`src/rtl/mc_ctrl_pkg.sv`:
```
// Shared definitions for the multi-cycle MIPS control unit.
// Holds opcode/funct constants, the FSM state encoding, the instruction
// class produced by the decoder and the datapath select codes driven by
// the controller. No ports; imported by mc_decode and mc_controller.
package mc_ctrl_pkg;

    // Opcode field values (IR[31:26])
    localparam logic [5:0] OP_RTYPE = 6'b000000;
    localparam logic [5:0] OP_ORI   = 6'b001101;
    localparam logic [5:0] OP_LUI   = 6'b001111;
    localparam logic [5:0] OP_LW    = 6'b100011;
    localparam logic [5:0] OP_SW    = 6'b101011;
    localparam logic [5:0] OP_BEQ   = 6'b000100;
    localparam logic [5:0] OP_JAL   = 6'b000011;
    localparam logic [5:0] OP_J     = 6'b000010;

    // Funct field values for R-type (IR[5:0])
    localparam logic [5:0] FN_ADDU  = 6'b100001;
    localparam logic [5:0] FN_SUBU  = 6'b100011;
    localparam logic [5:0] FN_JR    = 6'b001000;

    // Next-PC source select
    localparam logic [1:0] NPC_PC4  = 2'b00;
    localparam logic [1:0] NPC_BR   = 2'b01;
    localparam logic [1:0] NPC_JMP  = 2'b10;
    localparam logic [1:0] NPC_RS   = 2'b11;

    // Register-file write address select
    localparam logic [1:0] WREG_RT  = 2'b00;
    localparam logic [1:0] WREG_RD  = 2'b01;
    localparam logic [1:0] WREG_RA  = 2'b10;

    // Register-file write data select
    localparam logic [1:0] WDATA_ALU = 2'b00;
    localparam logic [1:0] WDATA_DM  = 2'b01;
    localparam logic [1:0] WDATA_PC4 = 2'b10;

    // ALU operation codes
    localparam logic [2:0] ALU_FUNCT = 3'b000;
    localparam logic [2:0] ALU_ADD   = 3'b001;
    localparam logic [2:0] ALU_SUB   = 3'b010;
    localparam logic [2:0] ALU_OR    = 3'b011;
    localparam logic [2:0] ALU_LUI   = 3'b100;

    typedef enum logic [2:0] {
        ST_FETCH  = 3'd0,
        ST_DECODE = 3'd1,
        ST_EXEC   = 3'd2,
        ST_MEM    = 3'd3,
        ST_WB     = 3'd4
    } state_t;

    typedef enum logic [3:0] {
        CL_ILLEGAL = 4'd0,
        CL_RALU    = 4'd1,
        CL_JR      = 4'd2,
        CL_ORI     = 4'd3,
        CL_LUI     = 4'd4,
        CL_LW      = 4'd5,
        CL_SW      = 4'd6,
        CL_BEQ     = 4'd7,
        CL_JAL     = 4'd8,
        CL_J       = 4'd9
    } iclass_t;

    // States that wait on mem_ready (and therefore count wait cycles)
    function automatic logic is_wait_state(input state_t s);
        return (s == ST_FETCH) || (s == ST_MEM);
    endfunction

endpackage

```
`src/rtl/mc_decode.sv`:
```
// Instruction decoder for the multi-cycle controller.
// Purely combinational: maps opcode/funct to an instruction class and a
// legal flag. Unsupported opcodes, or R-type with an unsupported funct,
// report CL_ILLEGAL with o_legal low.
// Ports:
//   i_opcode  in  6  IR[31:26]
//   i_funct   in  6  IR[5:0]
//   o_class   out    decoded instruction class
//   o_legal   out 1  instruction is supported
module mc_decode
    import mc_ctrl_pkg::*;
(
    input  logic [5:0] i_opcode,
    input  logic [5:0] i_funct,
    output iclass_t    o_class,
    output logic       o_legal
);

    // Opcode/funct classification
    always_comb begin
        o_class = CL_ILLEGAL;
        case (i_opcode)
            OP_RTYPE: begin
                case (i_funct)
                    FN_ADDU: o_class = CL_RALU;
                    FN_SUBU: o_class = CL_RALU;
                    FN_JR:   o_class = CL_JR;
                    default: o_class = CL_ILLEGAL;
                endcase
            end
            OP_ORI:  o_class = CL_ORI;
            OP_LUI:  o_class = CL_LUI;
            OP_LW:   o_class = CL_LW;
            OP_SW:   o_class = CL_SW;
            OP_BEQ:  o_class = CL_BEQ;
            OP_JAL:  o_class = CL_JAL;
            OP_J:    o_class = CL_J;
            default: o_class = CL_ILLEGAL;
        endcase
        o_legal = (o_class != CL_ILLEGAL);
    end

endmodule

```
`src/rtl/mc_controller.sv`:
```
// Multi-cycle MIPS control unit.
// FSM FETCH -> DECODE -> EXEC -> MEM -> WB with req/ready handshake to
// variable-latency instruction and data memory, a memory-wait timeout and
// optional performance counters (compile-time macro MC_CTRL_PERF_EN; when
// undefined the counters are not built and perf_* read 0).
// Ports:
//   clk, reset (async, active high)
//   opcode, funct, zero, mem_ready            : inputs from datapath/memory
//   imem_req, dm_req, DM_WE                   : memory requests
//   ir_we, pc_we, npc_sel                     : IR/PC load strobes and PC source
//   s_Wreg, s_Wdata, GRF_WE                   : register-file write controls
//   EXT_s, zero_EXT_s, ALU_op                 : ALU operand/operation controls
//   instr_done, illegal, timeout_err          : one-cycle status pulses
//   perf_instr, perf_stall                    : performance counters
// Outputs are decoded from the registered state and forced to 0 while reset
// is high, so an in-flight memory request is dropped immediately.
module mc_controller
    import mc_ctrl_pkg::*;
#(
    parameter int WAIT_W   = 4,
    parameter int WAIT_MAX = 15
) (
    input  logic        clk,
    input  logic        reset,
    input  logic [5:0]  opcode,
    input  logic [5:0]  funct,
    input  logic        zero,
    input  logic        mem_ready,
    output logic        imem_req,
    output logic        dm_req,
    output logic        DM_WE,
    output logic        ir_we,
    output logic        pc_we,
    output logic [1:0]  npc_sel,
    output logic [1:0]  s_Wreg,
    output logic [1:0]  s_Wdata,
    output logic        GRF_WE,
    output logic        EXT_s,
    output logic        zero_EXT_s,
    output logic [2:0]  ALU_op,
    output logic        instr_done,
    output logic        illegal,
    output logic        timeout_err,
    output logic [31:0] perf_instr,
    output logic [31:0] perf_stall
);

    localparam logic [WAIT_W-1:0] WAIT_LIM = WAIT_MAX[WAIT_W-1:0];

    state_t            r_state;
    state_t            w_state_nxt;
    logic [WAIT_W-1:0] r_wait_cnt;
    iclass_t           w_class;
    logic              w_legal;
    logic              w_waiting;
    logic              w_timeout;

    logic       w_imem_req, w_dm_req, w_dm_we, w_ir_we, w_pc_we;
    logic [1:0] w_npc_sel, w_s_wreg, w_s_wdata;
    logic       w_grf_we, w_ext_s, w_zero_ext_s;
    logic [2:0] w_alu_op;
    logic       w_done, w_illegal, w_timeout_err;

    mc_decode u_decode (
        .i_opcode (opcode),
        .i_funct  (funct),
        .o_class  (w_class),
        .o_legal  (w_legal)
    );

    // A cycle spent waiting on memory; the limit cycle aborts unless ready arrives
    assign w_waiting = is_wait_state(r_state) && !mem_ready;
    assign w_timeout = w_waiting && (r_wait_cnt == WAIT_LIM);

    // State register
    always_ff @(posedge clk or posedge reset) begin
        if (reset) begin
            r_state <= ST_FETCH;
        end else begin
            r_state <= w_state_nxt;
        end
    end

    // Memory-wait counter: counts stalled cycles, clears on any exit from FETCH/MEM
    always_ff @(posedge clk or posedge reset) begin
        if (reset) begin
            r_wait_cnt <= '0;
        end else if (w_waiting && !w_timeout) begin
            r_wait_cnt <= r_wait_cnt + {{(WAIT_W-1){1'b0}}, 1'b1};
        end else begin
            r_wait_cnt <= '0;
        end
    end

    // Next-state and per-state control decode
    always_comb begin
        w_state_nxt   = r_state;
        w_imem_req    = 1'b0;
        w_dm_req      = 1'b0;
        w_dm_we       = 1'b0;
        w_ir_we       = 1'b0;
        w_pc_we       = 1'b0;
        w_npc_sel     = NPC_PC4;
        w_s_wreg      = WREG_RT;
        w_s_wdata     = WDATA_ALU;
        w_grf_we      = 1'b0;
        w_ext_s       = 1'b0;
        w_zero_ext_s  = 1'b0;
        w_alu_op      = ALU_FUNCT;
        w_done        = 1'b0;
        w_illegal     = 1'b0;
        w_timeout_err = 1'b0;
        case (r_state)
            ST_FETCH: begin
                if (mem_ready) begin
                    w_imem_req  = 1'b1;
                    w_ir_we     = 1'b1;
                    w_pc_we     = 1'b1;
                    w_npc_sel   = NPC_PC4;
                    w_state_nxt = ST_DECODE;
                end else if (w_timeout) begin
                    // Abort: request withdrawn, fetch restarts next cycle
                    w_timeout_err = 1'b1;
                    w_state_nxt   = ST_FETCH;
                end else begin
                    w_imem_req  = 1'b1;
                    w_state_nxt = ST_FETCH;
                end
            end
            ST_DECODE: begin
                if (!w_legal) begin
                    w_illegal   = 1'b1;
                    w_state_nxt = ST_FETCH;
                end else if (w_class == CL_J) begin
                    w_pc_we     = 1'b1;
                    w_npc_sel   = NPC_JMP;
                    w_done      = 1'b1;
                    w_state_nxt = ST_FETCH;
                end else if (w_class == CL_JAL) begin
                    // PC updates now; $31 gets the saved PC+4 in WB
                    w_pc_we     = 1'b1;
                    w_npc_sel   = NPC_JMP;
                    w_state_nxt = ST_WB;
                end else begin
                    w_state_nxt = ST_EXEC;
                end
            end
            ST_EXEC: begin
                case (w_class)
                    CL_RALU: begin
                        w_alu_op    = ALU_FUNCT;
                        w_state_nxt = ST_WB;
                    end
                    CL_JR: begin
                        w_pc_we     = 1'b1;
                        w_npc_sel   = NPC_RS;
                        w_done      = 1'b1;
                        w_state_nxt = ST_FETCH;
                    end
                    CL_ORI: begin
                        w_alu_op     = ALU_OR;
                        w_ext_s      = 1'b1;
                        w_zero_ext_s = 1'b1;
                        w_state_nxt  = ST_WB;
                    end
                    CL_LUI: begin
                        w_alu_op    = ALU_LUI;
                        w_ext_s     = 1'b1;
                        w_state_nxt = ST_WB;
                    end
                    CL_LW, CL_SW: begin
                        w_alu_op    = ALU_ADD;
                        w_ext_s     = 1'b1;
                        w_state_nxt = ST_MEM;
                    end
                    CL_BEQ: begin
                        w_alu_op    = ALU_SUB;
                        w_pc_we     = zero;
                        w_npc_sel   = NPC_BR;
                        w_done      = 1'b1;
                        w_state_nxt = ST_FETCH;
                    end
                    default: begin
                        w_state_nxt = ST_FETCH;
                    end
                endcase
            end
            ST_MEM: begin
                if (mem_ready) begin
                    w_dm_req = 1'b1;
                    w_dm_we  = (w_class == CL_SW);
                    if (w_class == CL_SW) begin
                        w_done      = 1'b1;
                        w_state_nxt = ST_FETCH;
                    end else begin
                        w_state_nxt = ST_WB;
                    end
                end else if (w_timeout) begin
                    w_timeout_err = 1'b1;
                    w_state_nxt   = ST_FETCH;
                end else begin
                    w_dm_req    = 1'b1;
                    w_dm_we     = (w_class == CL_SW);
                    w_state_nxt = ST_MEM;
                end
            end
            ST_WB: begin
                w_grf_we    = 1'b1;
                w_done      = 1'b1;
                w_state_nxt = ST_FETCH;
                case (w_class)
                    CL_RALU: begin
                        w_s_wreg  = WREG_RD;
                        w_s_wdata = WDATA_ALU;
                    end
                    CL_LW: begin
                        w_s_wreg  = WREG_RT;
                        w_s_wdata = WDATA_DM;
                    end
                    CL_JAL: begin
                        w_s_wreg  = WREG_RA;
                        w_s_wdata = WDATA_PC4;
                    end
                    default: begin
                        w_s_wreg  = WREG_RT;
                        w_s_wdata = WDATA_ALU;
                    end
                endcase
            end
            default: begin
                w_state_nxt = ST_FETCH;
            end
        endcase
    end

    // Everything is held low while reset is asserted
    assign imem_req    = w_imem_req    & ~reset;
    assign dm_req      = w_dm_req      & ~reset;
    assign DM_WE       = w_dm_we       & ~reset;
    assign ir_we       = w_ir_we       & ~reset;
    assign pc_we       = w_pc_we       & ~reset;
    assign npc_sel     = reset ? 2'b00 : w_npc_sel;
    assign s_Wreg      = reset ? 2'b00 : w_s_wreg;
    assign s_Wdata     = reset ? 2'b00 : w_s_wdata;
    assign GRF_WE      = w_grf_we      & ~reset;
    assign EXT_s       = w_ext_s       & ~reset;
    assign zero_EXT_s  = w_zero_ext_s  & ~reset;
    assign ALU_op      = reset ? 3'b000 : w_alu_op;
    assign instr_done  = w_done        & ~reset;
    assign illegal     = w_illegal     & ~reset;
    assign timeout_err = w_timeout_err & ~reset;

`ifdef MC_CTRL_PERF_EN
    logic [31:0] r_perf_instr;
    logic [31:0] r_perf_stall;

    // Retired-instruction and memory-stall counters (wrap naturally)
    always_ff @(posedge clk or posedge reset) begin
        if (reset) begin
            r_perf_instr <= 32'd0;
            r_perf_stall <= 32'd0;
        end else begin
            r_perf_instr <= r_perf_instr + {31'd0, w_done};
            r_perf_stall <= r_perf_stall + {31'd0, w_waiting};
        end
    end

    assign perf_instr = r_perf_instr;
    assign perf_stall = r_perf_stall;
`else
    assign perf_instr = 32'd0;
    assign perf_stall = 32'd0;
`endif

endmodule

```
`config.mk`:
```
export PLATFORM = sky130hd
export DESIGN_NAME = mc_controller
export DESIGN_NICKNAME = d
export VERILOG_FILES = /design/src/rtl/mc_ctrl_pkg.sv /design/src/rtl/mc_decode.sv /design/src/rtl/mc_controller.sv
export SDC_FILE = /design/constraint.sdc
export NUM_CORES = 1
export LEC_CHECK = 0
export CAP_MARGIN = 25
export CORE_ASPECT_RATIO = 0.8
export CORE_UTILIZATION = 36
export DETAILED_ROUTE_END_ITERATION = 8
export GPL_TIMING_DRIVEN = 0
export PLACE_DENSITY = 0.86
export SETUP_SLACK_MARGIN = 0.1
export SLEW_MARGIN = 20
export SYNTH_ARGS = -nofsm -noshare
export SYNTH_HDL_FRONTEND = slang
export SYNTH_HIERARCHICAL = 1
export SYNTH_SLANG_ARGS = --single-unit
export TNS_END_PERCENT = 5
```
`constraint.sdc`:
```
create_clock -name clk -period 3.88 [get_ports clk]
set_clock_uncertainty 0.05 [all_clocks]
set_input_delay 0.97 -clock clk [delete_from_list [all_inputs] [get_ports clk]]
set_output_delay 0.97 -clock clk [all_outputs]
set_load 0.05 [all_outputs]
```
# Word level (Yosys, flattened, before mapping)
# Index checks and enable logic that the tools add are counted.
# classes
add_sub_neg	1
n_eq_ne	24
n_reduce_logical	15
muxes	57
n_bitwise	12
# ops
op	n
case mux 4 bit (8 select lines)	1
2-to-1 mux 1 bit	28
== test 6 bit, second input constant	4
case mux 3 bit (4 select lines)	2
2-to-1 mux 3 bit	7
case mux 2 bit (2 select lines)	5
== test 6 x 4 -> 1 bit, second input constant	3
2-to-1 mux 2 bit	9
== test 4 x 3 -> 1 bit, second input constant	4
== test 4 bit, second input constant	3
== test 6 x 2 -> 1 bit, second input constant	2
bitwise AND 1 bit	11
== test 4 x 2 -> 1 bit, second input constant	2
OR reduction 2 bit	4
== test 3 x 2 -> 1 bit, second input constant	2
== test 6 x 3 -> 1 bit, second input constant	1
zero test 6 bit	1
case mux 3 bit (2 select lines)	1
adder 4 x 1 -> 4 bit, second input constant	1
== test 4 x 1 -> 1 bit, second input constant	1
2-to-1 mux 4 bit	1
case mux 1 bit (4 select lines)	1
nonzero test 4 bit	1
OR reduction 4 bit	1
10 further kinds	13
# totals
regBits	7

# Longest topological paths before layout
# Gate-level depths: netlist (run 1).
# depth
ltp_word	10
mapped_depth	9
ltp_nobuf	7

# Modules after synthesis
# Netlist (run 1), hierarchy kept.
# modules_own_cells
mod	area_per_inst_um2	n_inst	seq_area_each_um2	cells_per_inst
mc_controller	1173.6	1	175.2	154
mc_decode	237.7	1	0.0	31

# Worst setup path before layout (run 1)
# Ideal clock, no wire load.
# synth_path
path_kind	input-to-output
start	input opcode[5]
end	output DM_WE
t_required_ps	2860
path_stages	8
path_buffers	2
arrival_time_ps	3855
slack_ps	-995
path_cell_list	buf_4 and3b_1 o211ai_1 a21oi_1 buf_2 nand2b_1 nor3b_1 nor4b_1
# synth_between
elab_chain_len	7
# synth_lines
item	line	text
from (decl)	mc_controller.sv:25	input logic [5:0] opcode,
== test 6 x 2 -> 1 bit, or another cell as far along	mc_decode.sv:22	case (i_opcode)
case mux 4 bit (8 select lines) *	mc_decode.sv:22	
named net w_class[2]	mc_controller.sv:53	iclass_t w_class;
== test 4 x 3 -> 1 bit *	mc_controller.sv:191, mc_controller.sv:203	
2-to-1 mux 1 bit	mc_controller.sv:198	end else if (w_timeout) begin
2-to-1 mux 1 bit *	mc_controller.sv:189	if (mem_ready) begin
2-to-1 mux 1 bit *	mc_controller.sv:113	case (r_state)
bitwise AND 1 bit *	mc_controller.sv:239	assign DM_WE = w_dm_we & ~reset;
to (decl)	mc_controller.sv:31	output logic DM_WE,
# The timed path passes the listed nets; every way through them passes the cells marked *.

# Worst setup path after layout (run 1)
# layout_path
start	input opcode[5]
end	output pc_we
# layout_lines
item	line	text
== test 6 x 2 -> 1 bit, or another cell as far along	mc_decode.sv:22	
case mux 4 bit (8 select lines) *	mc_decode.sv:22	
nonzero test 4 bit *	mc_decode.sv:40	o_legal = (o_class != CL_ILLEGAL);
named net w_legal	mc_controller.sv:54	logic w_legal;
2-to-1 mux 1 bit *	mc_controller.sv:131	if (!w_legal) begin
case mux 1 bit (3 select lines) *	mc_controller.sv:113	
bitwise AND 1 bit *	mc_controller.sv:241	assign pc_we = w_pc_we & ~reset;
to (decl)	mc_controller.sv:33	output logic pc_we,
# Marked as above.

==> results of run 1 <==
[repair_timing]
action                                  CTS  global route
endpoints found under the setup margin   20            20
buffers inserted                         20             7
gates cloned                              0             0
gates resized for setup                 123            55
pin swaps                                 9            11
[area by class of cell]
class	count	area, um^2
Buffer	70	542
Clock buffer	4	45.0
Fill cell	289	1180
Inverter	5	18.8
Multi-Input combinational cell	166	1090
Sequential cell	7	175
Tap cell	52	65.1
Timing Repair Buffer	60	480
[power by group through the flow]
stage | clock network, mW | logic, mW | registers [mW]
after global routing | 0.113 | 0.315 | 0.0833
after floorplan | 0 | 0.240 | 0.0818
after global placement | 0 | 0.272 | 0.0829
after CTS | 0.108 | 0.282 | 0.0822
after detailed placement | 0 | 0.273 | 0.0831
final | 0.109 | 0.302 | 0.0827
[worst max path at each step]
stage               startpoint         end  slack [ps]  depth (start not counted)
floorplan            opcode[5]       EXT_s         -80                          8
global placement     opcode[4]       pc_we       -1260                         10
detailed placement   opcode[2]  instr_done       -1300                         10
CTS                  opcode[1]       pc_we        -120                          9
global route         opcode[1]       pc_we        -130                          9
finish               opcode[5]       pc_we         -50                          9
[state kept, by name, summed over array words and instances, names as in the netlist]
| signal | cells |
|---|---|
| r_wait_cnt | 4 |
| r_state | 3 |
[metrics by stage]
stage / util / hold slack, ps / setup TNS (ps) / power [mW]
after floorplan: - / 382 / -270 / 0.322
after global placement: 0.586 / 405 / -14730 / 0.355
after detailed placement: 0.586 / 418 / -15320 / 0.357
after CTS: 0.648 / 423 / -148 / 0.473
after global routing: 0.672 / 453 / -256 / 0.512
final: 0.672 / 433 / -66.2 / 0.493
[cells by family (layout without fill, tap and decap cells)]
| kind of cell | after synthesis | after routing | share of synthesized area |
|---|---|---|---|
| buffers and inverters | 75 | 139 | 0.381 |
| and+or+nand+nor | 71 | 71 | 0.332 |
| AOI/OAI and AO/OA | 23 | 23 | 0.106 |
| DFF | 7 | 7 | 0.124 |
| xor gates and xnor gates | 6 | 6 | 0.0372 |
| adders and majority gates | 1 | 1 | 0.00886 |
| other | 1 | 64 | 0.00266 |
| muxes | 1 | 1 | 0.00709 |
[per-layer routing]
layer	global-route usage	vias up	part of all wire
met3	0.0261	12	0.073
li1	-	760	-
met5	0	-	0
met1	0.217	684	0.39
met4	0.0868	0	0.031
met2	0.329	91	0.50
[Yosys cell counts, types with 2 or more instances]
library cell | count | area, um^2
nor3b_1 | 5 | 37.5
and3b_1 | 2 | 17.5
o211ai_1 | 4 | 30.0
xnor2_1 | 4 | 35.0
o221ai_1 | 2 | 17.5
o21ai_0 | 3 | 15.0
nand3_1 | 6 | 30.0
nand2b_1 | 3 | 18.8
clkbuf_1 | 2 | 7.51
a31oi_1 | 2 | 12.5
nor2_1 | 17 | 63.8
dfrtp_1 | 7 | 175
inv_1 | 5 | 18.8
a21oi_1 | 7 | 35.0
nor4_1 | 2 | 12.5
buf_4 | 66 | 495
nor4b_1 | 2 | 17.5
nor2b_1 | 5 | 31.3
nor3_1 | 4 | 20.0
o22ai_1 | 2 | 12.5
nand2_1 | 7 | 26.3
and3_1 | 3 | 18.8
xor2_1 | 2 | 17.5
==> flow_summary.toml, run 1 <==
[outcome]
status = "finished, violations left"
violations = "setup timing"

[clock_tree]
numCtsBuffers = 3
postCtsHoldBufs = 0
path_clk_slew_ps = 40
cts.htree.levels = 1
cts_root_buffer = "clkbuf_8"
cts_tree = "yes"
clock-sinks = 7
clockBufferDepth = 2
insertion_delay_ps = 240

[power_and_ir_drop]
power_switching_mw = 0.251
seq_power_share = 0.168
netSwitchingFraction = 0.508
vdd_drop_max_mv = 0.128
total_leakage_power_nw = 1.26
comb_power_share = 0.612
p_clk_frac = 0.220
p_int_mw = 0.243
power.density_nw_per_um2 = 205

[logic_synthesis]
mappedNetlistArea_um2 = 1410
synthArstFlopShare = 1.00
synth_seq_cells = 7
synth_cell_types = 46
syn_inst = 185
ys.warnings.count = 6
ys_seq_area_frac = 0.124
synth_edf_count = 0
synth.avg_cell_area_um2 = 7.63
synth_ff_type = "dfrtp_1"

[place]
portBuffers = 34
dp.cells = 334
placed_area_um2 = 2100
gp_congestion = 0.852
hpwl_um = 2780
dp_slack_ps = -1300

[sta]
setup_viol = 2
max_freq_mhz = 254
slew_violations = 0
layout_min_cycle_time_ps = 3930
post-route-period-util = 1.01
setup_slack_ps = -50.3
rsz0062_at_grt = "true"
hold_violations = 0

[critical_path]
timing.rr.start = "r_state[1]$_DFF_PP0_"
cp.required_ps = 2860
start_kind = "input port"
worstRegToRegCells = 17
cp.arrival_ps = 2910
regToRegSetupSlack_ps = 1040
reg2reg_to = "r_state[1]$_DFF_PP0_"
cp_max_fo = 8
cp_slowest_stage_delay_ps = 410
worstPathBufferInverterCount = 2
critical_path_class = "in -> out"
cp_top_family = "simple AND/OR/NAND/NOR gates"
end_kind = "primary output"
crit_chain = "buf_12 > nor4_4 > o211ai_1 > o221ai_2 > nand4bb_1 > nor4b_4 > nor2b_2 > a211oi_4 > buf_6"
critPathSlowestCell = "nor4b_4"

[drt]
drtPass1Iterations = 5
vias = 1547
drt_iter0_markers = 85
routed_wl_um = 4430
drtAntennaViolNets = 0
vias_per_cell = 4.25
drcViolationCount = 0
wl_per_cell_um = 12.2

[global_routing]
grt_pass1_wl_um = 6010
antenna_found_initial = 0
grt_use_total = 0.183
gr-total-overflow = 0
grt_max_degree = 11
grt_pass1_vias = 1345

[floorplan]
start_util = 0.393
die_h_um = 58
core_area_um2 = 3590
ios = 100
fp.dieW_um = 72.0
num_rows = 19
dieArea_um2 = 4180

[min_path]
hold_path.class = "reg -> reg"
hold_path_end = "r_wait_cnt[0]$_DFF_PP0_"
worstHoldPathCells = 1
min-delay-start = "r_wait_cnt[0]$_DFF_PP0_"

[layout]
layout_commonest_cell = "buf_4"
postLayoutCellArea_um2 = 2410
drive_gt1_frac = 0.500
area_growth_pct = 70.9
num_antenna_cells = 0
finalNetCount = 330
final_cell_mix = "buf_4 (90), conb_1 (64), nor2_1 (15), buf_6 (12), buf_2 (10)"
final_cells = 364

[run]
cap_violations = 0
No activity file was read; power rests on OpenSTA's default activity.
==> inputs of run 2 (changes only) <==
--- a/config.mk
+++ b/config.mk
@@ -8,6 +8,7 @@
 export CAP_MARGIN = 25
 export CORE_ASPECT_RATIO = 0.8
 export CORE_UTILIZATION = 36
+export CTS_CLUSTER_DIAMETER = 30
 export DETAILED_ROUTE_END_ITERATION = 8
 export GPL_TIMING_DRIVEN = 0
 export PLACE_DENSITY = 0.86
@@ -17,4 +18,3 @@
 export SYNTH_HDL_FRONTEND = slang
 export SYNTH_HIERARCHICAL = 1
 export SYNTH_SLANG_ARGS = --single-unit
-export TNS_END_PERCENT = 5
==> run 2 against run 1 <==
The flow still finishes with violations (setup timing); flip-flop and latch count did not move; sequential share of layout area fell by 0.19 points; via count fell by 1.5%; worst setup slack improved by 41 ps; clock power fell by 6%; non-clock buffer count fell by 5; total power fell by 0.29%; critical endpoint unchanged.
==> flow_summary.toml, run 2 (synthesis results as in run 1) <==
[min_path]
worstHoldPathCells = 1
hold_path.class = "reg -> reg"

[floorplan]
die_h_um = 58
num_rows = 19
ios = 100
fp.dieW_um = 72.0
core_area_um2 = 3590
start_util = 0.393
dieArea_um2 = 4180

[global_routing]
gr-total-overflow = 0
grt_pass1_wl_um = 6170
grt_pass1_vias = 1304
grt_use_total = 0.187
antenna_found_initial = 0
grt_max_degree = 11

[clock_tree]
clockBufferDepth = 2
path_clk_slew_ps = 40
insertion_delay_ps = 230
cts_tree = "yes"
clock-sinks = 7
numCtsBuffers = 3
postCtsHoldBufs = 0
cts.htree.levels = 1
cts_root_buffer = "clkbuf_8"

[outcome]
status = "finished, violations left"
violations = "setup timing"

[critical_path]
cp_slowest_stage_delay_ps = 320
worstRegToRegCells = 4
crit_cells = 10
cp.required_ps = 2860
critical_path_class = "in -> out"
crit_chain = "buf_12 > nor4_4 > o211ai_1 > o221ai_2 > nand4bb_1 > nor4b_4 > buf_4 > a31oi_4 > a211oi_4 > buf_6"
cp.arrival_ps = 2870
cp_top_family = "simple AND/OR/NAND/NOR gates"
start_kind = "input port"
cp_max_fo = 6
end_kind = "primary output"
critPathSlowestCell = "nor4_4"
worstPathBufferInverterCount = 3

[power_and_ir_drop]
comb_power_share = 0.621
p_clk_frac = 0.209
p_int_mw = 0.245
vdd_drop_max_mv = 0.125
p_total_mw = 0.492
netSwitchingFraction = 0.503
power.density_nw_per_um2 = 199
power_switching_mw = 0.247
total_leakage_power_nw = 1.25
seq_power_share = 0.170

[layout]
finalNetCount = 325
multi_input_area_um2 = 1140
fin_util = 0.690
num_antenna_cells = 0
layout_commonest_cell = "buf_4"
top_register = "r_wait_cnt"
regArea_um2 = 175
final_cell_mix = "buf_4 (84), conb_1 (64), nor2_1 (14), buf_6 (14)"
top_regs = "r_wait_cnt x4, r_state x3"
area_growth_pct = 75.4
n_fill_cell = 267
drive_gt1_frac = 0.515
largest_reg_flops = 4

[drt]
vias = 1524
drtAntennaViolNets = 0
routed_wl_um = 4350
drtPass1Iterations = 4
wl_per_cell_um = 12.1
vias_per_cell = 4.25
drt_iter0_markers = 102
drcViolationCount = 0

[sta]
finalHoldWorstSlack_ps = 493
slew_violations = 0
post-route-period-util = 1.00
finalSetupTns_ps = -8.93
max_freq_mhz = 257
setup_viol = 1
rsz0062_at_grt = "true"
hold_violations = 0
layout_min_cycle_time_ps = 3890
setup_slack_ps = -8.93

[place]
hpwl_um = 2760
gp_congestion = 0.876
dp_slack_ps = -1250
portBuffers = 34

[run]
cap_violations = 0
==> run 2: what timing repair did <==
item | CTS | global route
buffers inserted | 18 | 3
endpoints found under the setup margin | 20 | 18
gates resized for setup | 156 | 43
pin swaps | 14 | 12
==> run 2: path summary, 6_finish.rpt <==
check / start / to / slack [ps]
worst max-delay path: opcode[5] / pc_we / -9
max in group asynchronous: reset / r_wait_cnt[0]$_DFF_PP0_ / 2750
worst min register to register: r_wait_cnt[0]$_DFF_PP0_ / r_wait_cnt[0]$_DFF_PP0_ / 490
min in group asynchronous: reset / r_wait_cnt[1]$_DFF_PP0_ / 900
worst min-delay path: r_wait_cnt[0]$_DFF_PP0_ / r_wait_cnt[0]$_DFF_PP0_ / 490
worst max register to register: r_state[1]$_DFF_PP0_ / r_wait_cnt[0]$_DFF_PP0_ / 2150
==> run 2: area by class of cell <==
cell class | instances | area share
clock buffers | 4 | 0.0182
inverters | 5 | 0.00910
flip-flops and latches | 7 | 0.0707
plain buffers | 70 | 0.223
multi-input cells | 166 | 0.460
well taps | 52 | 0.0263
repair buffers | 55 | 0.193
==> run 2: power by group through the flow <==
stage          clock network [mW]  logic (mW)  registers, mW
4_1_cts                     0.105       0.291         0.0822
3_3_place_gp                    0       0.274         0.0828
5_1_grt                     0.113       0.317         0.0833
2_1_floorplan                   0       0.242         0.0818
6_report                    0.103       0.305         0.0835
3_5_place_dp                    0       0.276         0.0829
==> run 2: through the flow <==
step | instance area (um^2) | instances
finish | 2480 | 359
CTS | 2410 | 356
global route | 2480 | 359
detailed placement | 2150 | 334
global placement | 2150 | 334
floorplan | 1740 | 248
==> run 2: per-layer routing <==
metal / vias to the layer above / GRT usage / routed length, um
li1: 750 / - / -
met1: 678 / 0.235 / 1690
met2: 85 / 0.325 / 2230
met3: 11 / 0.0470 / 359
met4: 0 / 0.0420 / 64
met5: - / 0 / 0
==> inputs of run 3 (changes only) <==
--- a/config.mk
+++ b/config.mk
@@ -7,14 +7,14 @@
 export LEC_CHECK = 0
 export CAP_MARGIN = 25
 export CORE_ASPECT_RATIO = 0.8
-export CORE_UTILIZATION = 36
+export CORE_UTILIZATION = 35
 export CTS_CLUSTER_DIAMETER = 30
 export DETAILED_ROUTE_END_ITERATION = 8
 export GPL_TIMING_DRIVEN = 0
-export PLACE_DENSITY = 0.86
+export PLACE_DENSITY = 0.85
 export SETUP_SLACK_MARGIN = 0.1
+export SKIP_CTS_REPAIR_TIMING = 1
 export SLEW_MARGIN = 20
 export SYNTH_ARGS = -nofsm -noshare
 export SYNTH_HDL_FRONTEND = slang
-export SYNTH_HIERARCHICAL = 1
 export SYNTH_SLANG_ARGS = --single-unit
==> run 3 against run 2 <==
The run still ends with setup timing left; critical path depth is 2 lower; utilization decreased by 7.5 points; fmax fell by 0.24%; non-clock buffer count is 12 lower; synthesized cell count shrank 1.6%; wire length is 15% lower; area after synthesis down 4.3%; flip-flop and latch count unchanged; count of clock-buffer cells in the layout stayed put; total power rose by 1.0%; critical path type unchanged; critical endpoint unchanged; largest power group unchanged.
==> flow_summary.toml, run 3 <==
[global_routing]
grt_use_total = 0.143
grt_max_degree = 11
gr-total-overflow = 0
grt_pass1_vias = 1077
antenna_found_initial = 0
grt_pass1_wl_um = 4840

[power_and_ir_drop]
total_leakage_power_nw = 1.34
netSwitchingFraction = 0.512
power_switching_mw = 0.255
comb_power_share = 0.625
vdd_drop_max_mv = 0.116
power.density_nw_per_um2 = 227
p_int_mw = 0.242
p_clk_frac = 0.204
seq_power_share = 0.170
p_total_mw = 0.497

[floorplan]
num_rows = 19
dieArea_um2 = 4110
die_h_um = 57.6
ios = 100
start_util = 0.379
fp.dieW_um = 71.5
core_area_um2 = 3570

[critical_path]
critPathSlowestCell = "or3b_4"
crit_chain = "clkbuf_2 > nand4b_4 > or3b_4 > a31oi_4 > a21boi_4 > o211a_1 > a311oi_2 > buf_6"
cp.required_ps = 2860
cp_slowest_stage_delay_ps = 440
cp.arrival_ps = 2880
end_kind = "primary output"
start_kind = "input port"
critical_path_class = "in -> out"
cp_max_fo = 6

[drt]
drtAntennaViolNets = 0
drt_iter0_markers = 103
wl_per_cell_um = 11.0
vias_per_cell = 4.32
drcViolationCount = 0
vias = 1444
drtPass1Iterations = 4
routed_wl_um = 3690

[clock_tree]
path_clk_slew_ps = 40
numCtsBuffers = 3
cts_root_buffer = "clkbuf_8"
insertion_delay_ps = 230
clock-sinks = 7
cts.htree.levels = 1
cts_tree = "yes"
clockBufferDepth = 2

[layout]
top_regs = "r_wait_cnt x4, r_state x3"
final_cell_mix = "buf_4 (77), conb_1 (64), nand2_1 (12), nor2_1 (12), dlymetal6s2s_1 (12)"
largest_reg_flops = 4
postLayoutCellArea_um2 = 2190
finalNetCount = 310
num_antenna_cells = 0
layout_commonest_cell = "buf_4"
top_register = "r_wait_cnt"
area_growth_pct = 62.2
drive_gt1_frac = 0.418

[logic_synthesis]
synth_area_leaders = "buf_4 (36%), dfrtp_1 (13%), nor2_1 (3.9%)"
synth_edf_count = 0
ys_top_cells_by_count = "buf_4 (65), nor2_1 (14), nand2_1 (12)"
yosysMostFrequentCell = "buf_4"
mappedNetlistArea_um2 = 1350
synthArstFlopShare = 1.00
synth_ff_type = "dfrtp_1"
netlist.area_leader.share = 0.361
synth_seq_cells = 7
ys_seq_area_frac = 0.130
synth.avg_cell_area_um2 = 7.42
syn_inst = 182
synth_top_area_cell = "buf_4"
synth_cell_types = 47
ys.warnings.count = 0

[run]
cap_violations = 0

[outcome]
violations = "setup timing"
status = "finished, violations left"

[place]
hpwl_um = 2590
gp_congestion = 0.865
placed_area_um2 = 1980
portBuffers = 31

[sta]
slew_headroom = 0.657
finalSetupTns_ps = -18.2
post-route-period-util = 1.00
rsz0062_at_grt = "true"
setup_viol = 1
tightest_slew_ps = 514
slew_violations = 0
setup_slack_ps = -18.2
layout_min_cycle_time_ps = 3900
hold_violations = 0
max_freq_mhz = 257

[min_path]
hold_path.class = "reg -> reg"
-- run 3: cell count changes after synthesis, sizes merged, moves of 4 or more --
cell / previous run / this run
a21oi: 7 / 2
nand2: 7 / 12
nand4: 0 / 5
nor2: 18 / 14
nor3b: 6 / 1
-- run 3: worst paths after layout --
kind                       cells past startpoint                 endpoint  slack, ps                     from
max in group asynchronous                      2  r_wait_cnt[0]$_DFF_PP0_       2750                    reset
max reg2reg                                    4  r_wait_cnt[3]$_DFF_PP0_       2460     r_state[1]$_DFF_PP0_
min                                            1  r_wait_cnt[0]$_DFF_PP0_        410  r_wait_cnt[0]$_DFF_PP0_
max                                            8                    pc_we        -20                opcode[5]
min reg2reg                                    1  r_wait_cnt[0]$_DFF_PP0_        410  r_wait_cnt[0]$_DFF_PP0_
min in group asynchronous                      2     r_state[1]$_DFF_PP0_        770                    reset
-- run 3: power by group through the flow --
| stage | logic (mW) | clock network [mW] | registers (mW) |
|---|---|---|---|
| 2_1_floorplan | 0.259 | 0 | 0.0842 |
| 4_1_cts | 0.296 | 0.102 | 0.0845 |
| 3_5_place_dp | 0.295 | 0 | 0.0855 |
| 6_report | 0.311 | 0.101 | 0.0847 |
| 5_1_grt | 0.325 | 0.109 | 0.0857 |
| 3_3_place_gp | 0.293 | 0 | 0.0850 |
-- run 3: per-stage QoR --
stage | util | hold slack, ps | std cells | setup WS, ps
6_report | 0.615 | 407 | 334 | -18.2
5_1_grt | 0.615 | 439 | 334 | -83.7
4_1_cts | 0.567 | 412 | 322 | -1010
3_5_place_dp | 0.554 | 408 | 318 | -1010
3_3_place_gp | 0.554 | 397 | 318 | -1010
2_1_floorplan | - | 380 | 245 | -263
-- run 3: kinds of logic (layout without fill, tap and decap cells) --
| group | count (synthesis) | in the layout | synth area share |
|---|---|---|---|
| buffers and inverters | 75 | 122 | 0.391 |
| and+or+nand+nor | 74 | 74 | 0.319 |
| AOI/OAI and AO/OA | 20 | 20 | 0.122 |
| DFF | 7 | 7 | 0.130 |
| xor gates and xnor gates | 3 | 3 | 0.0194 |
| adders and majority gates | 1 | 1 | 0.00926 |
| other | 1 | 64 | 0.00278 |
| muxes | 1 | 1 | 0.00741 |
-- run 3: critical path, delay by kind of cell --
family | cells | cell delay, ps
and+or+nand+nor | 2 | 590
buffers and inverters | 2 | 400
AOI/OAI and AO/OA | 4 | 920
-- run 3: layout make-up --
type | count | area [um^2]
Buffer | 70 | 512
Sequential cell | 7 | 175
Fill cell | 320 | 1370
Clock buffer | 4 | 45.0
Tap cell | 42 | 52.6
Inverter | 5 | 18.8
Multi-Input combinational cell | 163 | 998
Timing Repair Buffer | 43 | 390
-- run 3: metal layers --
layer / part of all wire / vias up / track usage
li1: - / 720 / -
met5: 0 / - / 0
met4: 0.0071 / 0 / 0.0392
met2: 0.51 / 71 / 0.223
met3: 0.067 / 4 / 0.0106
met1: 0.42 / 649 / 0.214
